===== src/rtl/inverter_test_seq_pkg.sv =====
// rtl/inverter_test_seq_pkg.sv - shared types, LFSR constants and stimulus helpers for the inverter tester
package inv_test_pkg;

    typedef enum logic [1:0] {
        ST_IDLE   = 2'd0,
        ST_SETTLE = 2'd1,
        ST_SAMPLE = 2'd2,
        ST_DONE   = 2'd3
    } state_e;

    typedef enum logic [1:0] {
        MODE_ALT  = 2'd0,
        MODE_ZERO = 2'd1,
        MODE_ONE  = 2'd2,
        MODE_LFSR = 2'd3
    } mode_e;

    // Taps for x^8+x^6+x^5+x^4+1 on a right-shifting register: bits 7,5,4,3
    localparam logic [7:0] LFSR_TAPS = 8'hB8;

    function automatic logic [7:0] lfsr_step(input logic [7:0] cur);
        return {^(cur & LFSR_TAPS), cur[7:1]};
    endfunction

    function automatic logic stim_bit(input mode_e m, input logic [7:0] idx, input logic [7:0] lfsr);
        logic b;
        case (m)
            MODE_ALT:  b = idx[0];
            MODE_ZERO: b = 1'b0;
            MODE_ONE:  b = 1'b1;
            default:   b = lfsr[0];
        endcase
        return b;
    endfunction

endpackage


===== src/rtl/inverter_test_seq_if.sv =====
// rtl/inverter_test_seq_if.sv - run-control and status bundle of the inverter tester
interface inverter_test_seq_if;
    logic       start;
    logic [1:0] mode;
    logic [7:0] num_vec;
    logic       busy;
    logic       done;
    logic [7:0] err_cnt;
    logic [7:0] vec_idx;

    modport master (
        output start, mode, num_vec,
        input  busy, done, err_cnt, vec_idx
    );

    modport slave (
        input  start, mode, num_vec,
        output busy, done, err_cnt, vec_idx
    );
endinterface


===== src/rtl/inverter_test_seq_sync2.sv =====
// rtl/inverter_test_seq_sync2.sv - two-flop synchronizer for the asynchronous inverter response
module sync2 (
    input  logic clk,
    input  logic rst,
    input  logic d,
    output logic q
);
    logic meta;

    always_ff @(posedge clk) begin
        if (rst) begin
            meta <= 1'b0;
            q    <= 1'b0;
        end else begin
            meta <= d;
            q    <= meta;
        end
    end
endmodule


===== src/rtl/inverter_test_seq.sv =====
// rtl/inverter_test_seq.sv - drives stimulus vectors into an inverter and counts response mismatches
module inverter_test_seq
    import inv_test_pkg::*;
#(
    parameter int         SETTLE_CYC = 4,
    parameter logic [7:0] LFSR_SEED  = 8'hA5
) (
    input  logic                 clk,
    input  logic                 rst,
    inverter_test_seq_if.slave   ctl,
    input  logic                 resp_in,
    output logic                 stim_out
);
    localparam logic [3:0] CNT_LOAD = 4'(SETTLE_CYC - 1);

    state_e     state;
    mode_e      mode_q;
    logic [7:0] num_q;
    logic [3:0] cnt;
    logic [7:0] lfsr;
    logic [7:0] lfsr_nxt;
    logic       resp_sync;

    sync2 u_sync (
        .clk (clk),
        .rst (rst),
        .d   (resp_in),
        .q   (resp_sync)
    );

    assign lfsr_nxt = lfsr_step(lfsr);

    always_ff @(posedge clk) begin
        if (rst) begin
            state       <= ST_IDLE;
            mode_q      <= MODE_ALT;
            num_q       <= 8'd0;
            cnt         <= 4'd0;
            lfsr        <= LFSR_SEED;
            stim_out    <= 1'b0;
            ctl.busy    <= 1'b0;
            ctl.done    <= 1'b0;
            ctl.err_cnt <= 8'd0;
            ctl.vec_idx <= 8'd0;
        end else begin
            ctl.done <= 1'b0;
            case (state)
                ST_IDLE: begin
                    if (ctl.start) begin
                        mode_q      <= mode_e'(ctl.mode);
                        num_q       <= ctl.num_vec;
                        ctl.err_cnt <= 8'd0;
                        ctl.vec_idx <= 8'd0;
                        lfsr        <= LFSR_SEED;
                        ctl.busy    <= 1'b1;
                        if (ctl.num_vec == 8'd0) begin
                            state    <= ST_DONE;
                            ctl.done <= 1'b1;
                        end else begin
                            // Vector 0 uses the seed directly since lfsr is reloaded on this same edge
                            stim_out <= stim_bit(mode_e'(ctl.mode), 8'd0, LFSR_SEED);
                            cnt      <= CNT_LOAD;
                            state    <= ST_SETTLE;
                        end
                    end
                end
                ST_SETTLE: begin
                    if (cnt == 4'd0) begin
                        state <= ST_SAMPLE;
                    end else begin
                        cnt <= cnt - 4'd1;
                    end
                end
                ST_SAMPLE: begin
                    if ((resp_sync != ~stim_out) && (ctl.err_cnt != 8'hFF)) begin
                        ctl.err_cnt <= ctl.err_cnt + 8'd1;
                    end
                    lfsr <= lfsr_nxt;
                    if (ctl.vec_idx == num_q - 8'd1) begin
                        state    <= ST_DONE;
                        ctl.done <= 1'b1;
                    end else begin
                        ctl.vec_idx <= ctl.vec_idx + 8'd1;
                        stim_out    <= stim_bit(mode_q, ctl.vec_idx + 8'd1, lfsr_nxt);
                        cnt         <= CNT_LOAD;
                        state       <= ST_SETTLE;
                    end
                end
                ST_DONE: begin
                    ctl.busy <= 1'b0;
                    state    <= ST_IDLE;
                end
                default: begin
                    state <= ST_IDLE;
                end
            endcase
        end
    end
endmodule


===== src/flat_wrapper.sv =====
// flat-port wrapper written by rule: the top's interface ports become plain ports
module inverter_test_seq_flat import inv_test_pkg::*;
#(
    parameter int         SETTLE_CYC = 4,
    parameter logic [7:0] LFSR_SEED  = 8'hA5
)
  (clk, rst, resp_in, stim_out, ctl_start, ctl_mode, ctl_num_vec, ctl_busy, ctl_done, ctl_err_cnt, ctl_vec_idx);
  inverter_test_seq_if ctl_i ();
  input  logic clk;
  input  logic rst;
  input  logic resp_in;
  output logic stim_out;
  input wire logic [$bits(ctl_i.start)-1:0] ctl_start;
  input wire logic [$bits(ctl_i.mode)-1:0] ctl_mode;
  input wire logic [$bits(ctl_i.num_vec)-1:0] ctl_num_vec;
  output wire logic [$bits(ctl_i.busy)-1:0] ctl_busy;
  output wire logic [$bits(ctl_i.done)-1:0] ctl_done;
  output wire logic [$bits(ctl_i.err_cnt)-1:0] ctl_err_cnt;
  output wire logic [$bits(ctl_i.vec_idx)-1:0] ctl_vec_idx;
  assign ctl_i.start = ctl_start;
  assign ctl_i.mode = ctl_mode;
  assign ctl_i.num_vec = ctl_num_vec;
  assign ctl_busy = ctl_i.busy;
  assign ctl_done = ctl_i.done;
  assign ctl_err_cnt = ctl_i.err_cnt;
  assign ctl_vec_idx = ctl_i.vec_idx;
  inverter_test_seq #(.SETTLE_CYC(SETTLE_CYC), .LFSR_SEED(LFSR_SEED)) u_core (.clk(clk), .rst(rst), .ctl(ctl_i), .resp_in(resp_in), .stim_out(stim_out));
endmodule

===== config.mk =====
export PLATFORM = sky130hd
export DESIGN_NAME = inverter_test_seq_flat
export DESIGN_NICKNAME = d
export VERILOG_FILES = /design/src/rtl/inverter_test_seq_pkg.sv /design/src/rtl/inverter_test_seq_if.sv /design/src/rtl/inverter_test_seq_sync2.sv /design/src/rtl/inverter_test_seq.sv /design/src/flat_wrapper.sv
export SDC_FILE = /design/constraint.sdc
export NUM_CORES = 1
export LEC_CHECK = 0
export CORE_ASPECT_RATIO = 0.8
export CORE_MARGIN = 2
export CORE_UTILIZATION = 54
export DETAILED_ROUTE_END_ITERATION = 10
export PLACE_DENSITY = 0.79
export SYNTH_ARGS = -nofsm -noshare
export SYNTH_HDL_FRONTEND = slang
export SYNTH_HIERARCHICAL = 1
export SYNTH_SLANG_ARGS = --single-unit

===== constraint.sdc =====
create_clock -name clk -period 2.5 [get_ports clk]
set_clock_uncertainty 0.1 [all_clocks]
set_input_delay 0.25 -clock clk [delete_from_list [all_inputs] [get_ports clk]]
set_output_delay 0.25 -clock clk [all_outputs]
set_load 0.005 [all_outputs]

**Yosys cells after proc, flatten, opt, wreduce, memory -nomap -nowiden**

Cells that the tools add are included.

- Register bits after elaboration: 45
- Output and inout port bits: 19
- Logic and storage cells: 80

- $add $sub $neg: 4
- Equal/unequal tests: 15
- Muxes and demuxes: 29
- Bitwise logic cells: 1
- Reductions and logical operators: 19

Operator list:

| kind | number |
|---|---|
| 8-bit case mux with 2 select lines | 3 |
| 8-bit 2-to-1 mux | 4 |
| 8-bit by 1-bit adder with 8-bit output, second input constant | 2 |
| 4-bit 2-to-1 mux | 4 |
| 4-bit case mux with 3 select lines | 1 |
| 8-bit == test | 1 |
| 8-bit zero test | 1 |
| 1-bit 2-to-1 mux | 8 |
| 2-bit 2-to-1 mux | 4 |
| 2-bit != test, second input constant | 4 |
| 8-bit != test, second input constant | 1 |
| 2-bit case mux with 4 select lines | 1 |
| 2-bit AND reduction | 4 |
| 8-bit XOR reduction | 1 |
| 8-bit by 1-bit subtractor with 8-bit output, second input constant | 1 |
| 2-bit by 1-bit == test with 1-bit output, second input constant | 3 |
| 2-bit == test, second input constant | 3 |
| 2-bit zero test | 3 |
| 1-bit case mux with 2 select lines | 3 |
| 3-bit AND reduction | 2 |
| 5-bit AND reduction | 1 |
| 4-bit zero test | 1 |
| 2-bit by 1-bit != test with 1-bit output, second input constant | 2 |
| 4-bit AND reduction | 1 |
| other kinds (8) | 9 |

**Logic depth before layout (Yosys ltp)**

- Word-level depth: 6
- Gate-level depth with buffers: 12
- Gate-level depth less buffers: 9

**Cells and area by module**

Netlist, hierarchy kept.

By module, submodules not included:

| module | times used | cells an instance | area each (µm²) |
|---|---|---|---|
| inverter_test_seq | 1 | 263 | 2187.1 |
| sync2 | 1 | 4 | 52.6 |

**Worst setup path after synthesis**

OpenSTA, ideal clock, no wires.

- Path type: reg2reg
- From: register u_core.num_q[0]
- To: register u_core.cnt[2]
- Data arrival time: 2.131 ns
- Data required time: 2.312 ns
- Path slack: 0.181 ns
- Stages on the path, launching flop included: 12
- Path buffers: 3
- Period minus slack after synthesis: 2.319 ns
- Cell sequence: dfxtp_1 buf_6 inv_1 ha_1 buf_2 nand2_1 or4_4 a211oi_4 a31o_4 buf_8 nor2_4 nor4_2

- Cells in the longest elaborated chain, start to end: 4

Ends and longest elaborated chain:

| element | line | RTL |
|---|---|---|
| start: declaration | inverter_test_seq.sv:18 | `logic [7:0] num_q;` |
| start signal: assignment | inverter_test_seq.sv:51 | `num_q <= ctl.num_vec;` |
| 8-bit by 1-bit subtractor with 8-bit output | inverter_test_seq.sv:79 | `if (ctl.vec_idx == num_q - 8'd1) begin` |
| 8-bit == test | inverter_test_seq.sv:79 |  |
| 2-bit != test (no source line) | n/a |  |
| 5-bit AND reduction (no source line) | n/a |  |
| end signal: assignment | inverter_test_seq.sv:71 | `cnt <= cnt - 4'd1;` |
| end: declaration | inverter_test_seq.sv:19 | `logic [3:0] cnt;` |

No other way between the ends.
A chain may end at the register's enable or synchronous reset.

**Final worst setup path**

- From: register u_core.num_q[2]
- To: register u_core.ctl.vec_idx[4]

- Cells in the longest elaborated chain, start to end: 4

Ends and longest elaborated chain:

| element | line | RTL |
|---|---|---|
| 8-bit by 1-bit subtractor with 8-bit output | inverter_test_seq.sv:79 |  |
| 8-bit == test | inverter_test_seq.sv:79 |  |
| 2-bit != test (no source line) | n/a |  |
| 3-bit AND reduction (no source line) | n/a |  |
| end signal: assignment | inverter_test_seq.sv:83 | `ctl.vec_idx <= ctl.vec_idx + 8'd1;` |
| end: declaration | inverter_test_seq_if.sv:18 | `output busy, done, err_cnt, vec_idx` |

No other way between the ends.

==> impl_metrics.csv <==
group,metric,value,unit
worst_setup_path,worst_setup_path_end_kind,"flop",
detailed_routing,wirelength,4.98,mm
synth,mappedNetlistArea,2240,um^2
layout,n_antenna_cell,0,
sta,period_minus_slack,2360,ps
sta,slew_headroom,68.1,%
floorplanning,start_util,57.7,%
global_route,antenna_found_initial,0,
synth,ys_seq_elements,44,
synth,syn_avg_cell_area,8.39,um^2
sta,setup_violations,0,
detailed_routing,avgViaCountPerCell,5.45,
clock_tree,clockRootBuffer,"clkbuf_8",
clock_tree,cts_max_level,2,
clock_tree,cts.path.max_buffers,2,
outcome,status,"complete, no violations",
clock_tree,clkLatencyLatePin,290,ps
layout,syn_to_final_growth,21.5,%
clock_tree,cts_buffers,5,
global_route,grt_max_degree,33,
job,drv_cap,0,
worst_setup_path,cp_slowest_cell,"dfxtp_1",
global_route,grt_usage,22.5,%
worst_setup_path,start_kind,"flop",
synth,yosysTopAreaCellShare,39.3,%
global_route,grt_overflow,0,
layout,drive_gt1_share,9.00,%
synth,yosys_warnings,6,
floorplanning,row_count,20,
worst_setup_path,r2r_slack,140,ps
worst_setup_path,arrival,2470,ps
power_and_ir_drop,peakVddDrop,382,uV
clock_tree,cts_resized,0,
layout,final_cells,355,
worst_setup_path,cp_max_fo,15,
detailed_routing,drc,0,
place,place_area,2600,um^2
worst_hold_path,worstHoldPathType,"flop to flop",
sta,drv_slew,0,
clock_tree,worst_setup_hold_path_clk_slew,80,ps
clock_tree,cts_tree,"built",
synth,synth_cell_types,49,
synth,syn_nets,286,
layout,final_nets,318,
place,globalplace.congestion,0.809,
detailed_routing,dr_wl_met2,2.15,mm
power_and_ir_drop,p_leak,0.00101,uW
worst_setup_path,cp_slowest_stage_delay,430,ps
place,dp_hpwl,3.66,mm
sta,period_share,94.3,%
power_and_ir_drop,power.density,581,nW/um^2
detailed_routing,met1Wirelength,2.56,mm
global_route,grt_pass1_vias,1753,
detailed_routing,first_iter_violations,103,
floorplanning,die_y,61.6,um
synth,synthCells,267,
sta,clock.fmax,424,MHz
layout,fin_area,2720,um^2
floorplanning,core_area,3880,um^2
floorplanning,die_x,76,um
worst_setup_path,cp_cell_sequence,"nor4_4, a211oi_1, o21bai_1, nand2_1, a31o_4, or3_1, a21oi_1",
detailed_routing,via_count,1933,
sta,finalHoldViolCount,0,
clock_tree,postCtsHoldBufs,0,
global_route,grt_pass1_wl,8.41,mm
detailed_routing,wl_met3,237,um
clock_tree,post-cts-setup-buffer-count,0,
worst_setup_path,crit_type,"flop to flop",
place,place_inst,347,
synth,synth_seq_area_share,39.3,%
clock_tree,clock-sinks,44,
place,io_buffers,32,
detailed_routing,wl_per_cell,14.0,um
detailed_routing,firstDrtPassIters,4,
worst_setup_path,required,2610,ps
detailed_routing,dr.max_layer_used,"met4",
synth,yosysTopAreaCell,"dfxtp_1",
floorplanning,ios,33,
synth,synth.area.top_cells,"dfxtp_1 39%, nand2_1 6.4%, a21oi_1 5.4%, xor2_1 4.3%, nor2_1 3.5%",
sta,worst_pin_slew,479,ps
detailed_routing,drtAntennaViolNets,0,
floorplanning,dieArea,4680,um^2
## final cells by class
cell class,count,area [um^2]
timing repair buffer,39,373
clock inverter,2,10.0
tap,55,68.8
fill,324,1160
multi-input combinational,202,1280
inverter,7,26.3
sequential,44,881
clock buffer,6,82.6
## worst paths after layout
| path | startpoint | cells past startpoint | to |
|---|---|---|---|
| setup reg to reg | u_core/num_q[2] | 7 | u_core/ctl.vec_idx[4] |
| hold / removal | u_core/u_sync/meta | 1 | u_core/u_sync/q |
| hold reg to reg | u_core/u_sync/meta | 1 | u_core/u_sync/q |
| setup / recovery | u_core/num_q[2] | 7 | u_core/ctl.vec_idx[4] |
## synth_stat cells (all sizes together)
library cell,number
a311oi,1
ha,5
nand3b,2
o22ai,3
xor2,11
o21ai,8
a31o,2
a21oi,24
a22oi,4
o31a,1
xnor2,8
a211oi,5
and2,3
mux2i,2
nand4,3
inv,7
nor3,2
nor2b,7
dfxtp,44
or3,9
a311o,1
nor4,5
mux2,1
a21o,1
nand3,5
o211ai,2
a221oi,1
o21a,1
or4,1
nand2b,7
a31oi,3
or2,4
o21bai,3
clkbuf,9
buf,5
and3,7
nand2,38
nor2,22
## routing by layer
metal	vias up	GRT usage, %
li1	989	-
met5	-	0
met2	38	37.8
met1	898	30.1
met4	0	6.23
met3	8	5.13
## metrics by stage
stage | utilization [%] | hold WS, ps | setup TNS [ps] | power (uW) | setup WS [ps]
2_1_floorplan | - | 222 | 0 | 1030 | 181
3_3_place_gp | 67.0 | 318 | 0 | 1110 | 167
3_5_place_dp | 67.0 | 337 | 0 | 1120 | 88.3
4_1_cts | 69.4 | 355 | 0 | 1580 | 55.5
5_1_grt | 70.1 | 379 | -1.22 | 1670 | -1.22
6_report | 70.1 | 347 | 0 | 1580 | 144
## layout by cell type, fill, tap and decap left out, types with 2 or more instances in the layout
cell,instances
nor2b_1,7
and3_1,6
a31oi_1,3
o22ai_1,3
a21oi_1,24
xnor2_1,8
o211ai_1,2
xor2_1,11
and2_1,3
a211oi_1,4
buf_4,7
clkdlybuf4s50_1,32
nand4_1,3
nand3_1,4
clkbuf_8,6
dfxtp_1,44
nand3b_1,2
a22oi_1,4
nor4_1,2
o21ai_0,3
o21ai_1,5
or2_1,2
nor2_1,21
mux2i_1,2
nand2_1,38
or3_1,9
o21bai_1,3
nand2b_1,7
nor3_1,2
ha_1,4
inv_1,7
nor4_2,2
clkinv_2,2
## where the power goes
group | internal (uW) | total [uW] | leakage (uW) | switching, uW
clock | 221 | 455 | 0.0000510 | 234
sequential | 740 | 782 | 0.000359 | 42.0
combinational | 157 | 343 | 0.000596 | 186
total | 1120 | 1580 | 0.00101 | 462
## worst max-delay path: cells and delay by family (launching register included)
family / cells / cell delay (ps)
compound gates: 4 / 810
flops: 1 / 430
simple gates: 3 / 940
## kinds of logic after synthesis
logic type / synth area share (%)
mux: 1.40
flops: 39.3
simple gates: 26.7
buf+inv: 4.80
xor+xnor: 7.43
compound gates: 17.5
fa+ha+maj: 2.79
## flip-flops by register name (all words and copies together), names as in the netlist
register / flops
u_core/u_sync/meta: 1
u_core/stim_out: 1
u_core/ctl.err_cnt: 8
u_core/ctl.busy: 1
u_core/num_q: 8
u_core/lfsr: 7
u_core/cnt: 4
u_core/ctl.vec_idx: 8
u_core/mode_q: 2
u_core/state: 2
u_core/u_sync/q: 1
u_core/ctl.done: 1
Power figures use the tool's default switching activity.
